--- src/rtl/alu_sequencer_pkg.sv ---
// alu_sequencer_pkg: ALU control-bit weights, op codes, FSM encodings shared by the sequencer and decoder.
package alu_sequencer_pkg;
   localparam logic [5:0] EX = 6'd32, NX = 6'd16, EY = 6'd8, NY = 6'd4, F = 6'd2, NO = 6'd1;
   localparam logic [4:0] OP_ADD = 5'd0, OP_SUB = 5'd1, OP_RSUB = 5'd2, OP_AND = 5'd3, OP_OR = 5'd4;
   localparam logic [4:0] OP_ZERO = 5'd5, OP_ONE = 5'd6, OP_NEG1 = 5'd7, OP_X = 5'd8, OP_Y = 5'd9;
   localparam logic [4:0] OP_NOTX = 5'd10, OP_NOTY = 5'd11, OP_NEGX = 5'd12, OP_NEGY = 5'd13;
   localparam logic [4:0] OP_INCX = 5'd14, OP_INCY = 5'd15, OP_DECX = 5'd16, OP_DECY = 5'd17;
   localparam logic [4:0] OP_SHL = 5'd18, OP_MUL = 5'd19, OP_LAST_LEGAL = 5'd19;
   localparam logic [1:0] S_IDLE = 2'd0, S_EXEC = 2'd1, S_MUL = 2'd2, S_DONE = 2'd3;

   function automatic logic [5:0] mul_step_ctrl(input logic add);
      return add ? (EX | EY | F) : (EX | F);
   endfunction
endpackage

--- src/rtl/alu_opdecode.sv ---
// alu_opdecode: maps an op code to the ALU control word and MUL/SHL/illegal classification.
module alu_opdecode
   import alu_sequencer_pkg::*;
(
   input  logic [4:0] op,
   output logic [5:0] ctrl,
   output logic       is_mul,
   output logic       is_shl,
   output logic       illegal
);
   always_comb begin
      is_mul  = op == OP_MUL;
      is_shl  = op == OP_SHL;
      illegal = op > OP_LAST_LEGAL;
      case (op)
         OP_ADD, OP_SHL: ctrl = EX | EY | F;
         OP_SUB:         ctrl = EX | EY | NX | F | NO;
         OP_RSUB:        ctrl = EX | EY | NY | F | NO;
         OP_AND:         ctrl = EX | EY;
         OP_OR:          ctrl = EX | EY | NX | NY | NO;
         OP_ONE:         ctrl = NX | NY | F | NO;
         OP_NEG1:        ctrl = NX | NY;
         OP_X:           ctrl = EX | F;
         OP_Y:           ctrl = EY | F;
         OP_NOTX:        ctrl = EX | NX | F;
         OP_NOTY:        ctrl = EY | NY | F;
         OP_NEGX:        ctrl = EX | NY | F | NO;
         OP_NEGY:        ctrl = EY | NX | F | NO;
         OP_INCX:        ctrl = EX | NX | NY | F | NO;
         OP_INCY:        ctrl = EY | NX | NY | F | NO;
         OP_DECX:        ctrl = EX | NY | F;
         OP_DECY:        ctrl = EY | NX | F;
         default:        ctrl = F;
      endcase
   end
endmodule

--- src/rtl/alu_sequencer.sv ---
// alu_sequencer: handshaked front end for the combinational ALU; runs single ops and a shift-add MUL.
module alu_sequencer
   import alu_sequencer_pkg::*;
#(
   parameter int WIDTH     = 16,
   parameter int MUL_STEPS = 16
) (
   input  logic             clk,
   input  logic             rst_n,
   input  logic             op_valid,
   output logic             op_ready,
   input  logic [4:0]       op,
   input  logic [WIDTH-1:0] a,
   input  logic [WIDTH-1:0] b,
   output logic             res_valid,
   input  logic             res_ready,
   output logic [WIDTH-1:0] result,
   output logic             zero,
   output logic             neg,
   output logic             err,
   output logic [WIDTH-1:0] alu_x,
   output logic [WIDTH-1:0] alu_y,
   output logic [5:0]       alu_c,
   input  logic [WIDTH-1:0] alu_out
);
   localparam int CW = $clog2(MUL_STEPS);
   localparam logic [CW-1:0] LAST = CW'(MUL_STEPS - 1);

   logic [1:0]       state_q, state_d;
   logic [4:0]       op_q, op_d;
   logic [WIDTH-1:0] a_q, a_d, b_q, b_d, acc_q, acc_d, result_q, result_d;
   logic [CW-1:0]    cnt_q, cnt_d;
   logic             zero_q, zero_d, neg_q, neg_d, err_q, err_d;
   logic [5:0]       dec_ctrl;
   logic             dec_mul, dec_shl, dec_ill;

   // In IDLE decode the incoming op; afterwards decode the latched one.
   alu_opdecode u_dec (
      .op      (state_q == S_IDLE ? op : op_q),
      .ctrl    (dec_ctrl),
      .is_mul  (dec_mul),
      .is_shl  (dec_shl),
      .illegal (dec_ill)
   );

   assign op_ready  = state_q == S_IDLE;
   assign res_valid = state_q == S_DONE;
   assign result    = result_q;
   assign zero      = zero_q;
   assign neg       = neg_q;
   assign err       = err_q;
   // During MUL, a_q holds the shifting multiplicand and b_q the multiplier.
   assign alu_x = state_q == S_EXEC ? a_q : state_q == S_MUL ? acc_q : '0;
   assign alu_y = state_q == S_EXEC ? b_q : state_q == S_MUL ? a_q : '0;
   assign alu_c = state_q == S_EXEC ? dec_ctrl : state_q == S_MUL ? mul_step_ctrl(b_q[0]) : F;

   always_comb begin
      state_d  = state_q;
      op_d     = op_q;
      a_d      = a_q;
      b_d      = b_q;
      acc_d    = acc_q;
      cnt_d    = cnt_q;
      result_d = result_q;
      zero_d   = zero_q;
      neg_d    = neg_q;
      err_d    = err_q;
      case (state_q)
         S_IDLE: if (op_valid) begin
            op_d    = op;
            a_d     = a;
            b_d     = dec_shl ? a : b;
            acc_d   = '0;
            cnt_d   = '0;
            state_d = dec_ill ? S_DONE : dec_mul ? S_MUL : S_EXEC;
            if (dec_ill) begin
               result_d = '0;
               zero_d   = 1'b1;
               neg_d    = 1'b0;
               err_d    = 1'b1;
            end
         end
         S_MUL: begin
            acc_d = alu_out;
            a_d   = a_q << 1;
            b_d   = b_q >> 1;
            cnt_d = cnt_q + 1'b1;
         end
         S_DONE: state_d = res_ready ? S_IDLE : S_DONE;
         default: ;
      endcase
      if (state_q == S_EXEC || (state_q == S_MUL && cnt_q == LAST)) begin
         result_d = alu_out;
         zero_d   = alu_out == '0;
         neg_d    = alu_out[WIDTH-1];
         err_d    = 1'b0;
         state_d  = S_DONE;
      end
   end

   always_ff @(posedge clk or negedge rst_n) begin
      if (!rst_n) begin
         state_q  <= S_IDLE;
         op_q     <= '0;
         a_q      <= '0;
         b_q      <= '0;
         acc_q    <= '0;
         cnt_q    <= '0;
         result_q <= '0;
         zero_q   <= 1'b0;
         neg_q    <= 1'b0;
         err_q    <= 1'b0;
      end else begin
         state_q  <= state_d;
         op_q     <= op_d;
         a_q      <= a_d;
         b_q      <= b_d;
         acc_q    <= acc_d;
         cnt_q    <= cnt_d;
         result_q <= result_d;
         zero_q   <= zero_d;
         neg_q    <= neg_d;
         err_q    <= err_d;
      end
   end
endmodule

--- config.mk ---
export PLATFORM = sky130hd
export DESIGN_NAME = alu_sequencer
export DESIGN_NICKNAME = d
export VERILOG_FILES = /design/src/rtl/alu_sequencer_pkg.sv /design/src/rtl/alu_opdecode.sv /design/src/rtl/alu_sequencer.sv
export SDC_FILE = /design/constraint.sdc
export NUM_CORES = 1
export LEC_CHECK = 0
export ABC_AREA = 1
export CAP_MARGIN = 20
export CORE_MARGIN = 4
export CORE_UTILIZATION = 47
export CTS_BUF_LIST = sky130_fd_sc_hd__clkbuf_4
export DETAILED_ROUTE_END_ITERATION = 10
export HOLD_SLACK_MARGIN = 0.05
export PLACE_DENSITY = 0.77
export SLEW_MARGIN = 5
export SYNTH_ARGS = -nofsm -noshare
export SYNTH_HDL_FRONTEND = slang
export SYNTH_SLANG_ARGS = --single-unit
--- constraint.sdc ---
create_clock -name clk -period 5.6 [get_ports clk]
set_input_delay 0.56 -clock clk [delete_from_list [all_inputs] [get_ports clk]]
set_output_delay 0.56 -clock clk [all_outputs]
set_load 0.03 [all_outputs]
# ---- Word-level counts from Yosys, hierarchy flattened
# Memory sizes are Yosys's and may differ from the RTL's.
# Index checks and enable logic that the tools add are counted.
dict set report word_totals {
  register_bits 78
  mem_bits_ro 192
  output_inout_bits 59
  elab_cells 70
  mem_count 1
}
dict set report op_classes {
  add_sub_neg 1
  magnitude_cmp 1
  eq_ne 8
  mux 36
  n_reduce_logical 13
}
# name words word_bits read_ports rd_ports_with_merged_regs wr line
set memory_table {}
lappend memory_table {{(name not given)} 32 6 1 0 0 alu_opdecode.sv:15} ;# case (op)
# operator count
set op_table {}
lappend op_table {{2-to-1 mux 16 bit} 12}
lappend op_table {{one-hot mux 16 bit (2 select lines)} 3}
lappend op_table {{zero test 16 bit} 1}
lappend op_table {{2-to-1 mux 6 bit} 2}
lappend op_table {{equality test 5 bit, second input constant} 2}
lappend op_table {{2-to-1 mux 2 bit} 5}
lappend op_table {{2-to-1 mux 1 bit} 9}
lappend op_table {{2-to-1 mux 4 bit} 2}
lappend op_table {{one-hot mux 4 bit (2 select lines)} 1}
lappend op_table {{nonzero test 2 bit} 4}
lappend op_table {{AND reduction 2 bit} 3}
lappend op_table {{> comparator 5 bit, second input constant} 1}
lappend op_table {{2-to-1 mux 5 bit} 1}
lappend op_table {{adder 4 x 1 -> 4 bit, second input constant} 1}
lappend op_table {{equality test 2 bit, second input constant} 2}
lappend op_table {{equality test 4 bit, second input constant} 1}
lappend op_table {{one-hot mux 2 bit (2 select lines)} 1}
lappend op_table {{inequality test 3 x 2 -> 1 bit, second input constant} 1}
lappend op_table {{AND reduction 3 bit} 1}
lappend op_table {{nonzero test 3 bit} 1}
lappend op_table {{equality test 2 x 1 -> 1 bit, second input constant} 1}
lappend op_table {{zero test 2 bit} 1}
lappend op_table {{inequality test 2 bit, second input constant} 1}
lappend op_table {{logical AND 1 bit} 1}
lappend op_table {{logical OR 1 bit} 1}

# ---- Longest topological paths before layout
# Gate-level depths: netlist of run 1.
dict set report depth {
  ltp_word 8
  mapped_depth 15
}

# ---- Cells and area by module
# From an unflattened synthesis of run 1, not the netlist that was laid out.
dict set report unflattened {
  hier_cells 577
  hier_area_um2 4420.5
}
# module instances cells_per_inst area_each_um2 seq_area_each_um2
set by_module_without_submodules {}
lappend by_module_without_submodules {alu_sequencer 1 519 4097.7 1926.8}
lappend by_module_without_submodules {alu_opdecode 1 58 322.8 0.0}

# ---- Least setup slack after synthesis of run 1
# OpenSTA, ideal clock, no wires.
dict set report synth_timing {
  kind {reg2out}
  from {register state_q[0]}
  to {output alu_c[2]}
  arrival_ps 2603
  required_ps 5040
  slack_ps 2437
  stages_incl_launch_ff 14
  path_cell_list {dfrtp_1 > inv_1 > ha_1 > buf_6 > inv_8 > nand2_1 > nand2_2 > inv_1 > ha_1 > buf_2 > inv_1 > nand2_1 > nand3_1 > a21boi_0}
}
dict set report synth_between {
  elab_chain_len 4
}
# element line
set synth_lines {}
lappend synth_lines {{from (decl)} alu_sequencer.sv:29} ;# logic [1:0] state_q, state_d;
lappend synth_lines {{from (signal assigned)} alu_sequencer.sv:114} ;# state_q <= state_d;
lappend synth_lines {{zero test 2 bit} -}
lappend synth_lines {{via op_ready} alu_sequencer.sv:11} ;# output logic op_ready,
lappend synth_lines {{2-to-1 mux 5 bit} alu_sequencer.sv:39} ;# .op (state_q == S_IDLE ? op : op_q),
lappend synth_lines {{memory (32 x 6 bit)} -}
lappend synth_lines {{2-to-1 mux 6 bit} alu_sequencer.sv:55} ;# assign alu_c = state_q == S_EXEC ? dec_ctrl : state_q == S_MUL ? mul_step_ctrl(b_q[0]) : F;
lappend synth_lines {{to (decl)} alu_sequencer.sv:23} ;# output logic [5:0] alu_c,
# The timed path passes the listed nets, and every way through them passes these cells.

# ---- Final worst setup path of run 1
dict set report layout_timing {
  from {register state_q[1]}
  to {output alu_c[2]}
}
dict set report layout_between {
  elab_chain_len 4
}
# element line
set layout_lines {}
lappend layout_lines {{zero test 2 bit} alu_sequencer.sv:39}
lappend layout_lines {{2-to-1 mux 5 bit} alu_sequencer.sv:39}
lappend layout_lines {{memory (32 x 6 bit)} -}
lappend layout_lines {{2-to-1 mux 6 bit *} alu_sequencer.sv:55}
# Every way passes the cells marked *; elsewhere a longest branch is shown, timed or not.

==> flow_summary.yaml, run 1 <==
outcome:
  status: "complete, no violations"
global_route:
  antenna_found_initial: 0
  grt_pass1_wl_mm: 21.0
  grt_pass1_vias: 4209
  grt-ovfl-total: 0
  grt_max_degree: 78
  track_usage: 0.231
place:
  gp_routability_congestion: 0.906
  pre_cts_slack_ps: 1810
  place_inst: 798
  io_buffers: 115
  hpwl_mm: 9.17
layout:
  syn2layout_area_growth_pct: 29.0
  multi_input_area_um2: 2070
  fill_cells: 825
  drive_gt1_frac: 0.0685
  finalNonFillerCells: 815
  nNetsFinal: 749
  layout_commonest_cell: "nand2_1"
  seqCellArea_um2: 1930
  layout_common_cells: "178 x nand2_1, 114 x clkdlybuf4s50_1, 77 x dfrtp_1"
  diodes: 0
timing:
  setup_viol: 0
  finClkSkew_ps: 24.4
  fmax_mhz: 228
  worstMarginPinSlew_ps: 968
  period_share: 0.782
  hold_viol_final: 0
  finalMaxSlewViolations: 0
  whs_ps: 245
  period_minus_slack_ps: 4380
  grt_setup_unrepaired: "no"
  setup_tns_ps: 0
  setup_ws_ps: 1220
  relSlewSlack: 0.354
floorplan:
  fp.dieH_um: 106
  row_count: 35
  design.die.area_um2: 11100
  coreArea_um2: 9240
  die_w_um: 106
  start_util: 0.484
  io_pins: 116
power:
  power_mw: 3.45
  clock_power_share: 0.095
  p_sw_frac: 0.515
  p_per_area_nw_per_um2: 598
  combPwrFrac: 0.629
  p_int_mw: 1.67
  vdd_drop_max_mv: 0.289
  power_switching_mw: 1.78
  leakage_nw: 2.71
  seq_power_share: 0.277
logic_synthesis:
  synth_cell_types: 36
  ys_ff_latch: 77
  ys.warnings.count: 0
  syn_avg_cell_area_um2: 7.63
  synth_seq_area_share: 0.431
  synth_nets: 654
  muxShareOfSynthArea: 0
  yosys.area_share.simple: 0.297
  syn_inst: 586
  syn_area_um2: 4470
  synthAdderAreaFrac: 0.0308
  synth_compound_area_frac: 0.136
  synth_xor_area_frac: 0
  synth_top_family_by_area: "simple AND/OR/NAND/NOR gates"
critical_path:
  cp_max_fo: 26
  path_buf_inv: 4
  cp.required_ps: 5040
  regToRegSetupSlack_ps: 2180
  worstSetupStartpoint: "state_q[1]$_DFFE_PN0P_"
  crit_path_frequent_cell: "inv_1"
  cp_cell_sequence: "inv_1 -> ha_1 -> inv_1 -> nor2_1 -> inv_1 -> nand2_1 -> a21boi_0 -> clkdlybuf4s50_1"
  cp.arrival_ps: 3820
  endpoint_kind: "output pin"
  startpoint_type: "flip-flop"
  critPathKind: "reg2out"
  rr_startpoint: "state_q[1]$_DFFE_PN0P_"
  crit_family: "buffers and inverters"
  crit_path_top_delay_cell: "ha_1"
  critPathMaxStageDelay_ps: 770
drt:
  drt-total-wl_mm: 13.0
  routed_via_density: 5.48
  num_vias: 4470
  drtPass1Iterations: 7
  drtIter0Drc: 365
  drc: 0
  ant_nets: 0
  drt-wirelength-per-cell_um: 16.0
cts:
  cts_tree: "done"
  cts_resized: 0
  cts_setup_buffers: 0
  cts_buffers: 9
  cts_buffer_depth: 2
  hold_buffers: 0
  cts.clk_slew.worst_paths_ps: 160
  cts_root_buf: "clkbuf_4"
  cts.sinks: 77
  htree_levels: 3
  clk-insertion-delay-late_ps: 440
run:
  drv_cap: 0
worst_hold_path:
  hold_path.class: "in2async"
==> area by class of cell <==
| class | count | share of cell area |
|---|---|---|
| Clock inverter | 7 | 0.0111 |
| Sequential cell | 77 | 0.334 |
| Multi-Input combinational cell | 400 | 0.359 |
| Clock buffer | 9 | 0.0117 |
| Timing Repair Buffer | 120 | 0.208 |
| Tap cell | 129 | 0.0280 |
| Inverter | 73 | 0.0488 |
==> per-layer routing <==
metal	track usage	part of all wire	routed length, um	up-vias
met5	0	0	0	-
met4	0.0638	0.017	224	0
met3	0.0484	0.082	1070	27
met2	0.343	0.45	5810	246
met1	0.341	0.45	5920	2080
li1	-	-	-	2117
==> cell families after synthesis <==
| family | after synthesis |
|---|---|
| adders and majority gates | 11 |
| AOI/OAI and AO/OA | 100 |
| and+or+nand+nor | 289 |
| buffers and inverters | 109 |
| DFF | 77 |
==> power groups by stage <==
stage,Combinational [mW],Clock [mW],Sequential (mW)
after global placement,2.11,0,0.951
after CTS,2.15,0.334,0.953
final,2.17,0.327,0.954
after floorplan,1.35,0,1.05
after global routing,2.35,0.360,0.986
after detailed placement,2.15,0,0.966
==> Yosys cell counts, drive strengths merged <==
cell type    n  area share
buf         21       0.030
nor4         1      0.0014
o21bai       1      0.0017
a21oi       18       0.021
inv         70       0.060
nand2      186        0.16
clkinv       3      0.0025
nand4       21       0.033
ha          11       0.031
nor3         3      0.0034
o21ai       28       0.034
a31oi        8       0.011
and3         1      0.0014
dfrtp       77        0.43
o221ai       7       0.014
nand3       45       0.063
o22ai       34       0.048
clkbuf      15       0.013
a21boi       1      0.0017
nor2        32       0.030
o211ai       3      0.0050
==> worst paths after layout <==
kind,to,cells past startpoint
max in group asynchronous,a_q[11]$_DFFE_PN0P_,1
min,result[4]$_DFFE_PN0P_,1
max,alu_c[2],8
max reg2reg,state_q[1]$_DFFE_PN0P_,8
min reg2reg,b_q[1]$_DFFE_PN0P_,2
min in group clk,b_q[1]$_DFFE_PN0P_,2
==> per-stage QoR <==
| stage | util | area, um^2 |
|---|---|---|
| after CTS | 0.622 | 5750 |
| after detailed placement | 0.608 | 5620 |
| final | 0.625 | 5770 |
| after global routing | 0.625 | 5770 |
| after floorplan | - | 4470 |
| after global placement | 0.608 | 5620 |
==> worst reg2reg max path: stages (launching register included) <==
cell	delay [ps]
dfrtp_1	440
inv_1	100
ha_1	770
inv_1	630
o21ai_1	280
clkinv_1	600
o21ai_0	350
nor2_1	80
a21oi_1	110
==> flip-flops by register name, summed over array words and instances (netlist names) <==
name	flops
b_q	16
zero	1
cnt_q	4
result	16
acc_q	16
op_q	5
err	1
state_q	2
a_q	16
Power figures use the tool's default switching activity.
==> run 2: changes to the inputs <==
==> constraint.sdc (replaced) <==
create_clock -name clk -period 4.2 [get_ports clk]
set_input_delay 0.42 -clock clk [delete_from_list [all_inputs] [get_ports clk]]
set_output_delay 0.42 -clock clk [all_outputs]
set_load 0.03 [all_outputs]
==> run 2 against run 1 <==
Register-to-register slack worse by 870 ps; clock skew about the same; global-route usage up 0.31 points; critical path depth up 3; combinational power up 35%; design area up 1.3%; die area unchanged; clock power up 62%.
==> flow_summary.yaml, run 2 (synthesis gave the netlist of run 1 again) <==
floorplan:
  coreArea_um2: 9240
  die_w_um: 106
  design.die.area_um2: 11100
  start_util: 0.484
  row_count: 35
  io_pins: 116
  fp.dieH_um: 106
critical_path:
  regToRegSetupSlack_ps: 1310
  endpoint_kind: "output pin"
  cp.arrival_ps: 3360
  critPathKind: "reg2out"
  rr_startpoint: "state_q[1]$_DFFE_PN0P_"
  worstReg2RegEnd: "state_q[1]$_DFFE_PN0P_"
  startpoint_type: "flip-flop"
  worstSetupStartpoint: "state_q[0]$_DFFE_PN0P_"
  endpoint: "alu_c[5]"
  cp_max_fo: 11
  cp.required_ps: 3780
  r2r_cells: 9
cts:
  cts.sinks: 77
  cts_setup_buffers: 0
  cts.clk_slew.worst_paths_ps: 140
  cts_root_buf: "clkbuf_4"
  cts_tree: "done"
  cts_buffer_depth: 2
  cts_buffers: 9
  htree_levels: 3
  clk-insertion-delay-late_ps: 430
outcome:
  status: "complete, no violations"
timing:
  period_share: 0.901
  relSlewSlack: 0.346
  finalMaxSlewViolations: 0
  grt_setup_unrepaired: "no"
  fmax_mhz: 264
  setup_viol: 0
  worstMarginPinSlew_ps: 980
  setup_tns_ps: 0
  hold_viol_final: 0
  finClkSkew_ps: 24.5
  period_minus_slack_ps: 3780
  setup_ws_ps: 418
layout:
  layout_commonest_cell: "nand2_1"
  diodes: 0
  syn2layout_area_growth_pct: 30.7
  layout_common_cells: "178 x nand2_1, 114 x clkdlybuf4s50_1, 77 x dfrtp_1"
  nNetsFinal: 752
  drive_gt1_frac: 0.0740
place:
  io_buffers: 115
  gp_routability_congestion: 0.896
  pre_cts_slack_ps: 709
  hpwl_mm: 9.34
drt:
  drtPass1Iterations: 6
  drt-total-wl_mm: 13.0
  routed_via_density: 5.37
  ant_nets: 0
  drc: 0
  drtIter0Drc: 324
  num_vias: 4389
  drt-wirelength-per-cell_um: 15.8
power:
  p_per_area_nw_per_um2: 809
  leakage_nw: 2.75
  vdd_drop_max_mv: 0.346
global_route:
  grt_pass1_vias: 4344
  grt_pass1_wl_mm: 21.4
  grt_max_degree: 78
  antenna_found_initial: 0
  track_usage: 0.234
  grt-ovfl-total: 0
run:
  drv_cap: 0
worst_hold_path:
  hold_path.class: "in2async"
[run 2: changes by cell type in the layout (fill, tap and decap cells not counted), sizes merged]
cell	before	now
buf	6	9
bufinv	0	2
clkbuf	9	10
inv	74	71
[run 2: cell type report]
| type | instances | area [um^2] |
|---|---|---|
| Clock inverter | 6 | 96.3 |
| Fill cell | 791 | 3400 |
| Timing Repair Buffer | 123 | 1230 |
| Sequential cell | 77 | 1930 |
| Tap cell | 129 | 161 |
| Clock buffer | 10 | 75.1 |
| Inverter | 73 | 285 |
| Multi-Input combinational cell | 400 | 2070 |
[run 2: power breakdown]
part | switching, mW | internal, mW
Sequential | 0.193 | 1.08
Combinational | 1.88 | 1.04
Clock | 0.277 | 0.254
[run 2: through the flow]
stage / hold WS (ps) / instance area, um^2 / total power [mW] / cells / utilization
6_report: 139 / 5840 / 4.73 / 818 / 0.632
5_1_grt: 206 / 5840 / 5.06 / 818 / 0.632
4_1_cts: 165 / 5810 / 4.70 / 817 / 0.629
3_5_place_dp: 469 / 5640 / 4.17 / 801 / 0.611
3_3_place_gp: 465 / 5640 / 4.12 / 801 / 0.611
2_1_floorplan: 124 / 4470 / 3.20 / 586 / -
[run 2: worst min path at each step]
stage               cells after the start  slack (ps)                     end                start
floorplan                               0         120      a_q[0]$_DFFE_PN0P_                rst_n
global placement                        2         470      b_q[3]$_DFFE_PN0P_   b_q[3]$_DFFE_PN0P_
detailed placement                      2         470     op_q[4]$_DFFE_PN0P_  op_q[4]$_DFFE_PN0P_
CTS                                     1         160   result[4]$_DFFE_PN0P_                rst_n
global route                            1         210   result[5]$_DFFE_PN0P_                rst_n
finish                                  1         140  result[10]$_DFFE_PN0P_                rst_n
[run 2: critical path, cell delays in order, from the launching register on]
cell             delay (ps)
dfrtp_1                 430
inv_1                   100
ha_1                    580
nand2_1                 140
nand2_2                 200
inv_1                   160
ha_1                    240
o21ai_0                 210
o21ai_0                 140
nand2_1                  80
nand3_1                  60
clkdlybuf4s50_1         610
[run 2: metal layers]
layer / vias to the layer above / GRT usage / share of wire
met1: 2033 / 0.328 / 0.45
met3: 18 / 0.0465 / 0.077
met4: 0 / 0.0749 / 0.019
met5: - / 0 / 0
met2: 207 / 0.365 / 0.46
li1: 2131 / - / -
[run 2: timing repair]
item,4_1_cts,5_1_grt
hold buffers,0,0
resized for setup,0,1
endpoints found under the setup margin,0,1
